### src/rtl/lattice_boundary_scanner_pkg.sv
// lbm_pkg: shared types and helpers for the lattice boundary scanner.
//   scan_state_t     - scanner FSM states (IDLE, SCAN)
//   boundary_flags_t - per-node boundary classification bits
//   lin_addr()       - row-major linear address y*nx + x
package lbm_pkg;

  typedef enum logic [0:0] {
    IDLE = 1'b0,
    SCAN = 1'b1
  } scan_state_t;

  typedef struct packed {
    logic lid;
    logic top;
    logic bottom;
    logic left;
    logic right;
  } boundary_flags_t;

  function automatic int unsigned lin_addr(input int unsigned x,
                                           input int unsigned y,
                                           input int unsigned nx);
    return (y * nx) + x;
  endfunction

endpackage

### src/rtl/lattice_boundary_scanner_if.sv
// Bus between the lattice scanner and the collide/stream pipeline.
//   Control (into scanner): Clear, Start, Periodic_X, Lid_En, Auto_Restart
//   Handshake:              Out_Valid (scanner), Out_Ready (consumer)
//   Node payload:           X, Y, Addr, flags, West_Addr, East_Addr
//   Status:                 Busy, Done, Sweep_Count
// master = the scanner, slave = the controller/consumer side.
interface lattice_boundary_scanner_if #(
  parameter int XW = 4,
  parameter int YW = 4,
  parameter int AW = 8,
  parameter int SW = 16
) ();
  logic          Clear;
  logic          Start;
  logic          Periodic_X;
  logic          Lid_En;
  logic          Auto_Restart;
  logic          Out_Ready;
  logic          Out_Valid;
  logic [XW-1:0] X;
  logic [YW-1:0] Y;
  logic [AW-1:0] Addr;
  logic          LID;
  logic          TOP_WALL;
  logic          BOTTOM_WALL;
  logic          LEFT_WALL;
  logic          RIGHT_WALL;
  logic [AW-1:0] West_Addr;
  logic [AW-1:0] East_Addr;
  logic          Busy;
  logic          Done;
  logic [SW-1:0] Sweep_Count;

  modport master (
    input  Clear, Start, Periodic_X, Lid_En, Auto_Restart, Out_Ready,
    output Out_Valid, X, Y, Addr, LID, TOP_WALL, BOTTOM_WALL, LEFT_WALL,
           RIGHT_WALL, West_Addr, East_Addr, Busy, Done, Sweep_Count
  );

  modport slave (
    output Clear, Start, Periodic_X, Lid_En, Auto_Restart, Out_Ready,
    input  Out_Valid, X, Y, Addr, LID, TOP_WALL, BOTTOM_WALL, LEFT_WALL,
           RIGHT_WALL, West_Addr, East_Addr, Busy, Done, Sweep_Count
  );
endinterface

### src/rtl/lattice_boundary_scanner_coord_counter.sv
// lattice_coord_counter: raster-order X/Y/Addr counter, x fastest.
//   clk, rst : clock, asynchronous active-high reset
//   clr_i    : synchronous return to (0,0)
//   en_i     : advance one node
//   x_o/y_o  : current coordinates
//   addr_o   : current linear address (kept as its own counter, always y*NX+x)
//   last_o   : current node is (NX-1, NY-1)
module lattice_coord_counter
  import lbm_pkg::*;
#(
  parameter int NX = 16,
  parameter int NY = 16,
  parameter int XW = $clog2(NX),
  parameter int YW = $clog2(NY),
  parameter int AW = $clog2(NX * NY)
) (
  input  logic          clk,
  input  logic          rst,
  input  logic          clr_i,
  input  logic          en_i,
  output logic [XW-1:0] x_o,
  output logic [YW-1:0] y_o,
  output logic [AW-1:0] addr_o,
  output logic          last_o
);

  localparam logic [XW-1:0] X_MAX = XW'(NX - 1);
  localparam logic [YW-1:0] Y_MAX = YW'(NY - 1);
  localparam logic [XW-1:0] X_ONE = XW'(1);
  localparam logic [YW-1:0] Y_ONE = YW'(1);
  localparam logic [AW-1:0] A_ONE = AW'(1);

  logic [XW-1:0] x_q, x_d;
  logic [YW-1:0] y_q, y_d;
  logic [AW-1:0] addr_q, addr_d;
  logic          last_s;

  assign last_s = (x_q == X_MAX) && (y_q == Y_MAX);

  // Next-state: raster advance; the address counter wraps together with x/y
  // so it never runs past NX*NY-1.
  always_comb begin
    x_d    = x_q;
    y_d    = y_q;
    addr_d = addr_q;
    if (clr_i) begin
      x_d    = {XW{1'b0}};
      y_d    = {YW{1'b0}};
      addr_d = {AW{1'b0}};
    end else if (en_i) begin
      if (last_s) begin
        x_d    = {XW{1'b0}};
        y_d    = {YW{1'b0}};
        addr_d = {AW{1'b0}};
      end else if (x_q == X_MAX) begin
        x_d    = {XW{1'b0}};
        y_d    = y_q + Y_ONE;
        addr_d = addr_q + A_ONE;
      end else begin
        x_d    = x_q + X_ONE;
        addr_d = addr_q + A_ONE;
      end
    end else begin
      x_d    = x_q;
      y_d    = y_q;
      addr_d = addr_q;
    end
  end

  // Coordinate registers.
  always_ff @(posedge clk or posedge rst) begin
    if (rst) begin
      x_q    <= {XW{1'b0}};
      y_q    <= {YW{1'b0}};
      addr_q <= {AW{1'b0}};
    end else begin
      x_q    <= x_d;
      y_q    <= y_d;
      addr_q <= addr_d;
    end
  end

  assign x_o    = x_q;
  assign y_o    = y_q;
  assign addr_o = addr_q;
  assign last_o = last_s;

endmodule

### src/rtl/lattice_boundary_scanner.sv
// lattice_boundary_scanner: self-driven raster scan over an NX x NY D2Q9
// lattice. Per node it presents coordinates, linear address, boundary flags
// and west/east neighbour addresses on a valid/ready bus, and counts sweeps.
//   Clk, Reset : clock, asynchronous active-high reset
//   bus        : lattice_boundary_scanner_if master (control, handshake,
//                node payload, Busy/Done/Sweep_Count)
// Flags and neighbour addresses are forced to zero whenever no node is
// presented, so the idle bus matches the reset values.
module lattice_boundary_scanner
  import lbm_pkg::*;
#(
  parameter int NX = 16,
  parameter int NY = 16,
  parameter int XW = $clog2(NX),
  parameter int YW = $clog2(NY),
  parameter int AW = $clog2(NX * NY),
  parameter int SW = 16
) (
  input  logic                       Clk,
  input  logic                       Reset,
  lattice_boundary_scanner_if.master bus
);

  localparam logic [XW-1:0] X_MAX    = XW'(NX - 1);
  localparam logic [YW-1:0] Y_MAX    = YW'(NY - 1);
  localparam logic [AW-1:0] A_ONE    = AW'(1);
  localparam logic [SW-1:0] S_ONE    = SW'(1);
  // Distance from the first to the last node of a row.
  localparam logic [AW-1:0] ROW_SPAN = AW'(lin_addr(NX - 1, 0, NX));

  scan_state_t     state_q;
  logic            periodic_q;
  logic            lid_q;
  logic            done_q;
  logic [SW-1:0]   sweep_q;

  logic            valid_s;
  logic            hs_s;
  logic            cnt_clr_s;
  logic            last_s;
  logic [XW-1:0]   x_s;
  logic [YW-1:0]   y_s;
  logic [AW-1:0]   addr_s;
  logic [AW-1:0]   west_s;
  logic [AW-1:0]   east_s;
  boundary_flags_t flags_s;

  assign valid_s   = (state_q == SCAN);
  assign hs_s      = valid_s && bus.Out_Ready;
  // Counter also clears on a sweep start so a stale position can never leak.
  assign cnt_clr_s = bus.Clear || ((state_q == IDLE) && bus.Start);

  lattice_coord_counter #(
    .NX (NX),
    .NY (NY),
    .XW (XW),
    .YW (YW),
    .AW (AW)
  ) u_coord (
    .clk    (Clk),
    .rst    (Reset),
    .clr_i  (cnt_clr_s),
    .en_i   (hs_s),
    .x_o    (x_s),
    .y_o    (y_s),
    .addr_o (addr_s),
    .last_o (last_s)
  );

  // Scan FSM: mode latching, sweep counting and the Done pulse. Clear wins
  // over Start and over a simultaneous final handshake.
  always_ff @(posedge Clk or posedge Reset) begin
    if (Reset) begin
      state_q    <= IDLE;
      periodic_q <= 1'b0;
      lid_q      <= 1'b0;
      done_q     <= 1'b0;
      sweep_q    <= {SW{1'b0}};
    end else if (bus.Clear) begin
      state_q <= IDLE;
      done_q  <= 1'b0;
    end else begin
      case (state_q)
        IDLE: begin
          done_q <= 1'b0;
          if (bus.Start) begin
            periodic_q <= bus.Periodic_X;
            lid_q      <= bus.Lid_En;
            state_q    <= SCAN;
          end
        end
        SCAN: begin
          done_q <= 1'b0;
          if (bus.Out_Ready && last_s) begin
            sweep_q <= sweep_q + S_ONE;
            done_q  <= 1'b1;
            if (bus.Auto_Restart) begin
              periodic_q <= bus.Periodic_X;
              lid_q      <= bus.Lid_En;
            end else begin
              state_q <= IDLE;
            end
          end
        end
        default: begin
          state_q <= IDLE;
          done_q  <= 1'b0;
        end
      endcase
    end
  end

  // Boundary flags and neighbour addresses from the registered position and
  // latched modes. Non-periodic wall-side neighbours clamp to the node itself.
  always_comb begin
    flags_s = 5'b00000;
    west_s  = {AW{1'b0}};
    east_s  = {AW{1'b0}};
    if (valid_s) begin
      flags_s.lid    = (y_s == Y_MAX) && lid_q;
      flags_s.top    = (y_s == Y_MAX) && !lid_q;
      flags_s.bottom = (y_s == {YW{1'b0}});
      flags_s.left   = (x_s == {XW{1'b0}}) && !periodic_q;
      flags_s.right  = (x_s == X_MAX) && !periodic_q;
      if (x_s == {XW{1'b0}}) begin
        west_s = periodic_q ? (addr_s + ROW_SPAN) : addr_s;
      end else begin
        west_s = addr_s - A_ONE;
      end
      if (x_s == X_MAX) begin
        east_s = periodic_q ? (addr_s - ROW_SPAN) : addr_s;
      end else begin
        east_s = addr_s + A_ONE;
      end
    end else begin
      flags_s = 5'b00000;
      west_s  = {AW{1'b0}};
      east_s  = {AW{1'b0}};
    end
  end

  assign bus.Out_Valid   = valid_s;
  assign bus.Busy        = valid_s;
  assign bus.Done        = done_q;
  assign bus.Sweep_Count = sweep_q;
  assign bus.X           = x_s;
  assign bus.Y           = y_s;
  assign bus.Addr        = addr_s;
  assign bus.LID         = flags_s.lid;
  assign bus.TOP_WALL    = flags_s.top;
  assign bus.BOTTOM_WALL = flags_s.bottom;
  assign bus.LEFT_WALL   = flags_s.left;
  assign bus.RIGHT_WALL  = flags_s.right;
  assign bus.West_Addr   = west_s;
  assign bus.East_Addr   = east_s;

endmodule

### src/flat_wrapper.sv
// flat-port wrapper written by rule: the top's interface ports become plain ports
module lattice_boundary_scanner_flat import lbm_pkg::*;
#(
  parameter int NX = 16,
  parameter int NY = 16,
  parameter int XW = $clog2(NX),
  parameter int YW = $clog2(NY),
  parameter int AW = $clog2(NX * NY),
  parameter int SW = 16
)
  (Clk, Reset, bus_Clear, bus_Start, bus_Periodic_X, bus_Lid_En, bus_Auto_Restart, bus_Out_Ready, bus_Out_Valid, bus_X, bus_Y, bus_Addr, bus_LID, bus_TOP_WALL, bus_BOTTOM_WALL, bus_LEFT_WALL, bus_RIGHT_WALL, bus_West_Addr, bus_East_Addr, bus_Busy, bus_Done, bus_Sweep_Count);
  lattice_boundary_scanner_if #(.XW(XW), .YW(YW), .AW(AW), .SW(SW)) bus_i ();
  input  logic Clk;
  input  logic Reset;
  input wire logic [$bits(bus_i.Clear)-1:0] bus_Clear;
  input wire logic [$bits(bus_i.Start)-1:0] bus_Start;
  input wire logic [$bits(bus_i.Periodic_X)-1:0] bus_Periodic_X;
  input wire logic [$bits(bus_i.Lid_En)-1:0] bus_Lid_En;
  input wire logic [$bits(bus_i.Auto_Restart)-1:0] bus_Auto_Restart;
  input wire logic [$bits(bus_i.Out_Ready)-1:0] bus_Out_Ready;
  output wire logic [$bits(bus_i.Out_Valid)-1:0] bus_Out_Valid;
  output wire logic [$bits(bus_i.X)-1:0] bus_X;
  output wire logic [$bits(bus_i.Y)-1:0] bus_Y;
  output wire logic [$bits(bus_i.Addr)-1:0] bus_Addr;
  output wire logic [$bits(bus_i.LID)-1:0] bus_LID;
  output wire logic [$bits(bus_i.TOP_WALL)-1:0] bus_TOP_WALL;
  output wire logic [$bits(bus_i.BOTTOM_WALL)-1:0] bus_BOTTOM_WALL;
  output wire logic [$bits(bus_i.LEFT_WALL)-1:0] bus_LEFT_WALL;
  output wire logic [$bits(bus_i.RIGHT_WALL)-1:0] bus_RIGHT_WALL;
  output wire logic [$bits(bus_i.West_Addr)-1:0] bus_West_Addr;
  output wire logic [$bits(bus_i.East_Addr)-1:0] bus_East_Addr;
  output wire logic [$bits(bus_i.Busy)-1:0] bus_Busy;
  output wire logic [$bits(bus_i.Done)-1:0] bus_Done;
  output wire logic [$bits(bus_i.Sweep_Count)-1:0] bus_Sweep_Count;
  assign bus_i.Clear = bus_Clear;
  assign bus_i.Start = bus_Start;
  assign bus_i.Periodic_X = bus_Periodic_X;
  assign bus_i.Lid_En = bus_Lid_En;
  assign bus_i.Auto_Restart = bus_Auto_Restart;
  assign bus_i.Out_Ready = bus_Out_Ready;
  assign bus_Out_Valid = bus_i.Out_Valid;
  assign bus_X = bus_i.X;
  assign bus_Y = bus_i.Y;
  assign bus_Addr = bus_i.Addr;
  assign bus_LID = bus_i.LID;
  assign bus_TOP_WALL = bus_i.TOP_WALL;
  assign bus_BOTTOM_WALL = bus_i.BOTTOM_WALL;
  assign bus_LEFT_WALL = bus_i.LEFT_WALL;
  assign bus_RIGHT_WALL = bus_i.RIGHT_WALL;
  assign bus_West_Addr = bus_i.West_Addr;
  assign bus_East_Addr = bus_i.East_Addr;
  assign bus_Busy = bus_i.Busy;
  assign bus_Done = bus_i.Done;
  assign bus_Sweep_Count = bus_i.Sweep_Count;
  lattice_boundary_scanner #(.NX(NX), .NY(NY), .XW(XW), .YW(YW), .AW(AW), .SW(SW)) u_core (.Clk(Clk), .Reset(Reset), .bus(bus_i));
endmodule
### config.mk
export PLATFORM = sky130hd
export DESIGN_NAME = lattice_boundary_scanner_flat
export DESIGN_NICKNAME = d
export VERILOG_FILES = /design/src/rtl/lattice_boundary_scanner_pkg.sv /design/src/rtl/lattice_boundary_scanner_if.sv /design/src/rtl/lattice_boundary_scanner_coord_counter.sv /design/src/rtl/lattice_boundary_scanner.sv /design/src/flat_wrapper.sv
export SDC_FILE = /design/constraint.sdc
export NUM_CORES = 1
export LEC_CHECK = 0
export CORE_ASPECT_RATIO = 1.5
export CORE_MARGIN = 2
export CORE_UTILIZATION = 48
export CTS_CLUSTER_DIAMETER = 50
export CTS_CLUSTER_SIZE = 10
export DETAILED_ROUTE_END_ITERATION = 8
export GPL_ROUTABILITY_DRIVEN = 0
export HOLD_SLACK_MARGIN = 0.1
export PLACE_DENSITY = 0.77
export SYNTH_ARGS = -nofsm -noshare
export SYNTH_HDL_FRONTEND = slang
export SYNTH_HIERARCHICAL = 1
export SYNTH_SLANG_ARGS = --single-unit
### constraint.sdc
create_clock -name Clk -period 2.6 [get_ports Clk]
set_clock_uncertainty 0.1 [all_clocks]
set_input_delay 0.52 -clock Clk [delete_from_list [all_inputs] [get_ports Clk]]
set_output_delay 0.52 -clock Clk [all_outputs]
set_load 0.01 [all_outputs]
* Word-level counts from Yosys, hierarchy flattened *
Index checks and enable logic that the tools add are counted.

storage, ports and cells
  output and inout bits = 56
  word-level logic and storage cells = 74
  input bits = 8
  bits in registers = 36

operators by class
  multiplexer cells = 34
  add/subtract/negate cells = 7
  reductions and logical operators = 18
  bitwise gates (word level) = 2
  equal/unequal tests = 5

operator list
  operator                                                             number
  8-bit two-way mux                                                    9
  4-bit two-way mux                                                    8
  16-bit by 1-bit adder with 16-bit output (second input constant)     1
  1-bit two-way mux                                                    12
  4-bit by 1-bit adder with 4-bit output (second input constant)       2
  8-bit by 1-bit adder with 8-bit output (second input constant)       1
  8-bit by 4-bit adder with 8-bit output (second input constant)       1
  4-bit == test (second input constant)                                2
  1-bit logical AND                                                    8
  4-bit zero test                                                      2
  1-bit case mux with 2 select lines                                   4
  8-bit by 1-bit subtractor with 8-bit output (second input constant)  1
  8-bit by 4-bit subtractor with 8-bit output (second input constant)  1
  2-bit != test (second input constant)                                3
  5-bit two-way mux                                                    1
  4-bit AND reduction                                                  1
  3-bit AND reduction                                                  1
  3-bit nonzero test                                                   1
  1-bit zero test                                                      2
  1-bit NOT                                                            2
  2-bit AND reduction                                                  1
  2-bit nonzero test                                                   1
  1-bit logical OR                                                     1

* Depth between registers and ports, before layout *
  depth in word-level cells = 6
  gate-level depth with buffers = 8
  depth with buffers taken out = 7

* Modules after synthesis *
The synthesis kept the hierarchy.

modules (own cells, without submodules)
  module                    times used  sequential area each (µm²)  cells each  area each (µm²)
  lattice_boundary_scanner  1           500.5                       169         1456.4
  lattice_coord_counter     1           400.4                       90          870.8

* Worst setup path before layout *
Ideal clock, no wire load.

  kind = flip-flop to output port
  from = register u_core.u_coord.x_q[0] (netlist: u_core/u_coord/x_o[0])
  to = output bus_West_Addr[6]
  setup slack = 149 ps
  cell stages (with the launch flop) = 6
  arrival time = 1831 ps
  buffers on the path = 1
  required time = 1980 ps
  cell sequence = dfrtp_1 or4_4 buf_6 a211o_1 o22ai_2 mux2i_1

between the ends
  word-level cells in the longest chain between the ends = 3

ends and longest elaborated chain
  element                   line                                          source
  start: declaration        lattice_boundary_scanner_coord_counter.sv:33  logic [XW-1:0] x_q, x_d;
  start signal: assignment  lattice_boundary_scanner_coord_counter.sv:73  x_q <= {XW{1'b0}};
  4-bit zero test           lattice_boundary_scanner.sv:125               if (x_s == {XW{1'b0}}) begin
  8-bit two-way mux         lattice_boundary_scanner.sv:125
  8-bit two-way mux         lattice_boundary_scanner.sv:119               if (valid_s) begin
  end: declaration          flat_wrapper.sv:30                            output wire logic [$bits(bus_i.West_Addr)-1:0] bus_West_Addr;

No other way between the ends.

* Worst setup path after layout *
Ends and elaborated chain as after synthesis.

==> results.cfg <==
[status]
status = complete, but fails checks
violations = negative setup slack

[critical_path]
path_class = flip-flop to output pin
crit_path_max_fanout = 3
crit_path_start_kind = flip-flop
crit_path_end_kind = output pin
crit_required_ns = 1.98
arrival_ns = 1.98

[cts]
root_buffer = clkbuf_8
clock_sinks = 36
cts-htree-levels = 2
cts_made_buffers = 5
clock_latency_ns = 0.28
clock_path_buffers = 2
cts_tree = yes
clkTransAtPathRegs_ns = 0.08

[global_route]
grt_max_degree = 21
first_global_vias = 2149
gr-total-overflow = 0
grt_pass1_wl_um = 9430
antenna_found_initial = 0
globalRouteTotalUtil = 0.227

[logic_synthesis]
post-synth-top-count-cell = dfrtp_1
yosysTopAreaCell = dfrtp_1
synth_edf_count = 0
postSynthCellCount = 259
seq_area_frac_synth = 0.387
synth_ff_type = dfrtp_1
syn_area_per_cell_um2 = 8.99
synth_cell_types = 44
ys_ff_latch = 36
async_flop_share = 1.00
yosys-top-cells-area = dfrtp_1 (39%), xor2_1 (4.5%), mux2i_1 (4.3%)
synth_top_area_frac = 0.387
yosys-top-cells-count = dfrtp_1 (36), nand2_1 (26), nand3_1 (16)
yosysWarnings = 6
synth.net_count = 273
synthesis.area_um2 = 2330

[sta]
setup_slack_ns = -0.00396
rsz0062_at_grt = yes
worst-slew-pin-transition_ns = 0.754
fin_crit_ns = 2.60
fin_hold_ws_ns = 0.373
hold_viol_final = 0
drv_slew = 0
setup_tns_ns = -0.00396
relSlewSlack = 0.497
fmax_mhz = 384
min_period_over_period = 1.00
final-setup-viol-count = 1

[finish]
stdcell_area_um2 = 3330
area_growth_pct = 43.3
antenna_cells = 0
stdcell_count = 419
drive_gt1_frac = 0.207
fin_nets = 366
fillers = 402

[floorplanning]
core_area_um2 = 4730
fp-row-count = 31
initial_core_util = 0.492
fp.dieH_um = 89.3
die_w_um = 60.9
dieArea_um2 = 5430
pin_count = 64

[pwr]
ir_drop_mv = 0.389
cellLeakagePower_nw = 1.48
powerDensity_nw_per_um2 = 351

[route]
drc = 0
drtIter0Drc = 73
drtPass1Iterations = 4
routed_via_density = 5.46
vias = 2287
antenna_violating_nets_post_route = 0
routedWlPerCell_um = 14.1
wirelength_um = 5900

[placed_design]
hpwl_um = 4440
portBuffers = 63
dp.cells = 410
placed_cell_area_um2 = 3220

[job]
cap_viol_max_count = 0

[min_path]
hold_class = flip-flop to flip-flop
## final cells by class
| cell class | count | area, um2 | share of cell area |
|---|---|---|---|
| clock buffers | 7 | 86.3 | 0.0259 |
| clock inverters | 1 | 7.51 | 0.00225 |
| inverters | 15 | 56.3 | 0.0169 |
| multi-input cells | 198 | 1370 | 0.411 |
| flip-flops and latches | 36 | 902 | 0.271 |
| well taps | 66 | 82.6 | 0.0248 |
| repair buffers | 96 | 828 | 0.248 |
## layout by cell type, fill, tap and decap left out, types with 2 or more instances in the layout
master           count
buf_4               30
clkbuf_2             4
and2_1               7
dlygate4sd2_1        5
or4_4                2
nor4_1               2
o21ai_2              3
o2111ai_2            2
o21ai_1              2
ha_1                 6
mux2_2               3
and4_1               4
inv_1               15
clkbuf_8             6
nor3_1               8
buf_6                3
or3_1                6
nand2b_1             7
nand3b_1             2
clkdlybuf4s50_1     47
a21oi_1             14
o21ai_0              9
nor2_1              13
nand2_1             26
nand3_1             16
o22ai_2              4
xor2_1              12
buf_2                7
mux2i_1              9
o211ai_1             3
xnor2_1             11
dfrtp_1             35
nor2b_1              2
and3_1               3
nand4_1              6
## where the power goes
group	total [mW]	leakage [nW]	switching [mW]	internal, mW
Clock	0.417	0.0445	0.202	0.215
Sequential	0.581	0.480	0.0122	0.568
Combinational	0.172	0.957	0.0896	0.0820
## what timing repair did
action | in CTS | in global routing
pin swaps | 1 | 2
hold buffers | 0 | 0
endpoints found under the setup margin | 18 | 12
buffers inserted | 1 | 0
gates resized for setup | 49 | 16
gates cloned | 0 | 0
hold endpoints to repair | 0 | 0
## cell families after synthesis
kind of cell,count (synthesis),share of synthesized area
simple gates,111,0.260
compound gates,45,0.128
flops,36,0.387
buf+inv,25,0.0489
xor+xnor,23,0.0866
mux,13,0.0575
fa+ha+maj,6,0.0323
## state kept, by name (all words and copies together), names as in the netlist
signal	flops
u_core/periodic_q	1
u_core/bus.Done	1
u_core/bus.Sweep_Count	16
u_core/u_coord/y_o	4
u_core/lid_q	1
u_core/bus.Busy	1
u_core/u_coord/x_o	4
u_core/u_coord/addr_o	8
## metrics by stage
| stage | setup WS, ns | util | power, mW |
|---|---|---|---|
| after floorplan | 0.149 | - | 0.685 |
| after CTS | -0.000965 | 0.705 | 1.18 |
| after detailed placement | -0.127 | 0.681 | 0.761 |
| after global routing | -0.0615 | 0.705 | 1.22 |
| final | -0.00396 | 0.705 | 1.17 |
| after global placement | -0.107 | 0.681 | 0.757 |
## worst max-delay path: stages, from the launching register on
cell and delay, ns:
dfrtp_1 0.41, or4_4 0.56, a211o_1 0.29, o22ai_2 0.12, mux2i_1 0.19, buf_2 0.14
## routing by layer
layer / routed length, um / GRT usage / vias to the layer above / part of all wire
met1: 2200 / 0.234 / 1104 / 0.37
met5: 0 / 0 / - / 0
li1: - / - / 1103 / -
met2: 3370 / 0.446 / 69 / 0.57
met3: 210 / 0.0275 / 11 / 0.036
met4: 117 / 0.0850 / 0 / 0.020
## worst paths after layout
kind / slack (ns) / end / startpoint / cells after the start
setup reg to reg: 0.30 / u_core/bus.Sweep_Count[8]$_DFFE_PP0P_ / u_core/u_coord/x_o[0]$_DFFE_PP0P_ / 8
hold reg to reg: 0.37 / u_core/bus.Sweep_Count[15]$_DFFE_PP0P_ / u_core/bus.Sweep_Count[15]$_DFFE_PP0P_ / 1
min in group asynchronous: 0.53 / u_core/u_coord/addr_o[7]$_DFFE_PP0P_ / Reset / 2
hold / removal: 0.37 / u_core/bus.Sweep_Count[15]$_DFFE_PP0P_ / u_core/bus.Sweep_Count[15]$_DFFE_PP0P_ / 1
setup / recovery: -0.004 / bus_West_Addr[6] / u_core/u_coord/x_o[0]$_DFFE_PP0P_ / 5
max in group asynchronous: 1.29 / u_core/bus.Busy$_DFF_PP0_ / Reset / 2
Note: power is estimated with default switching activity, not from simulation.
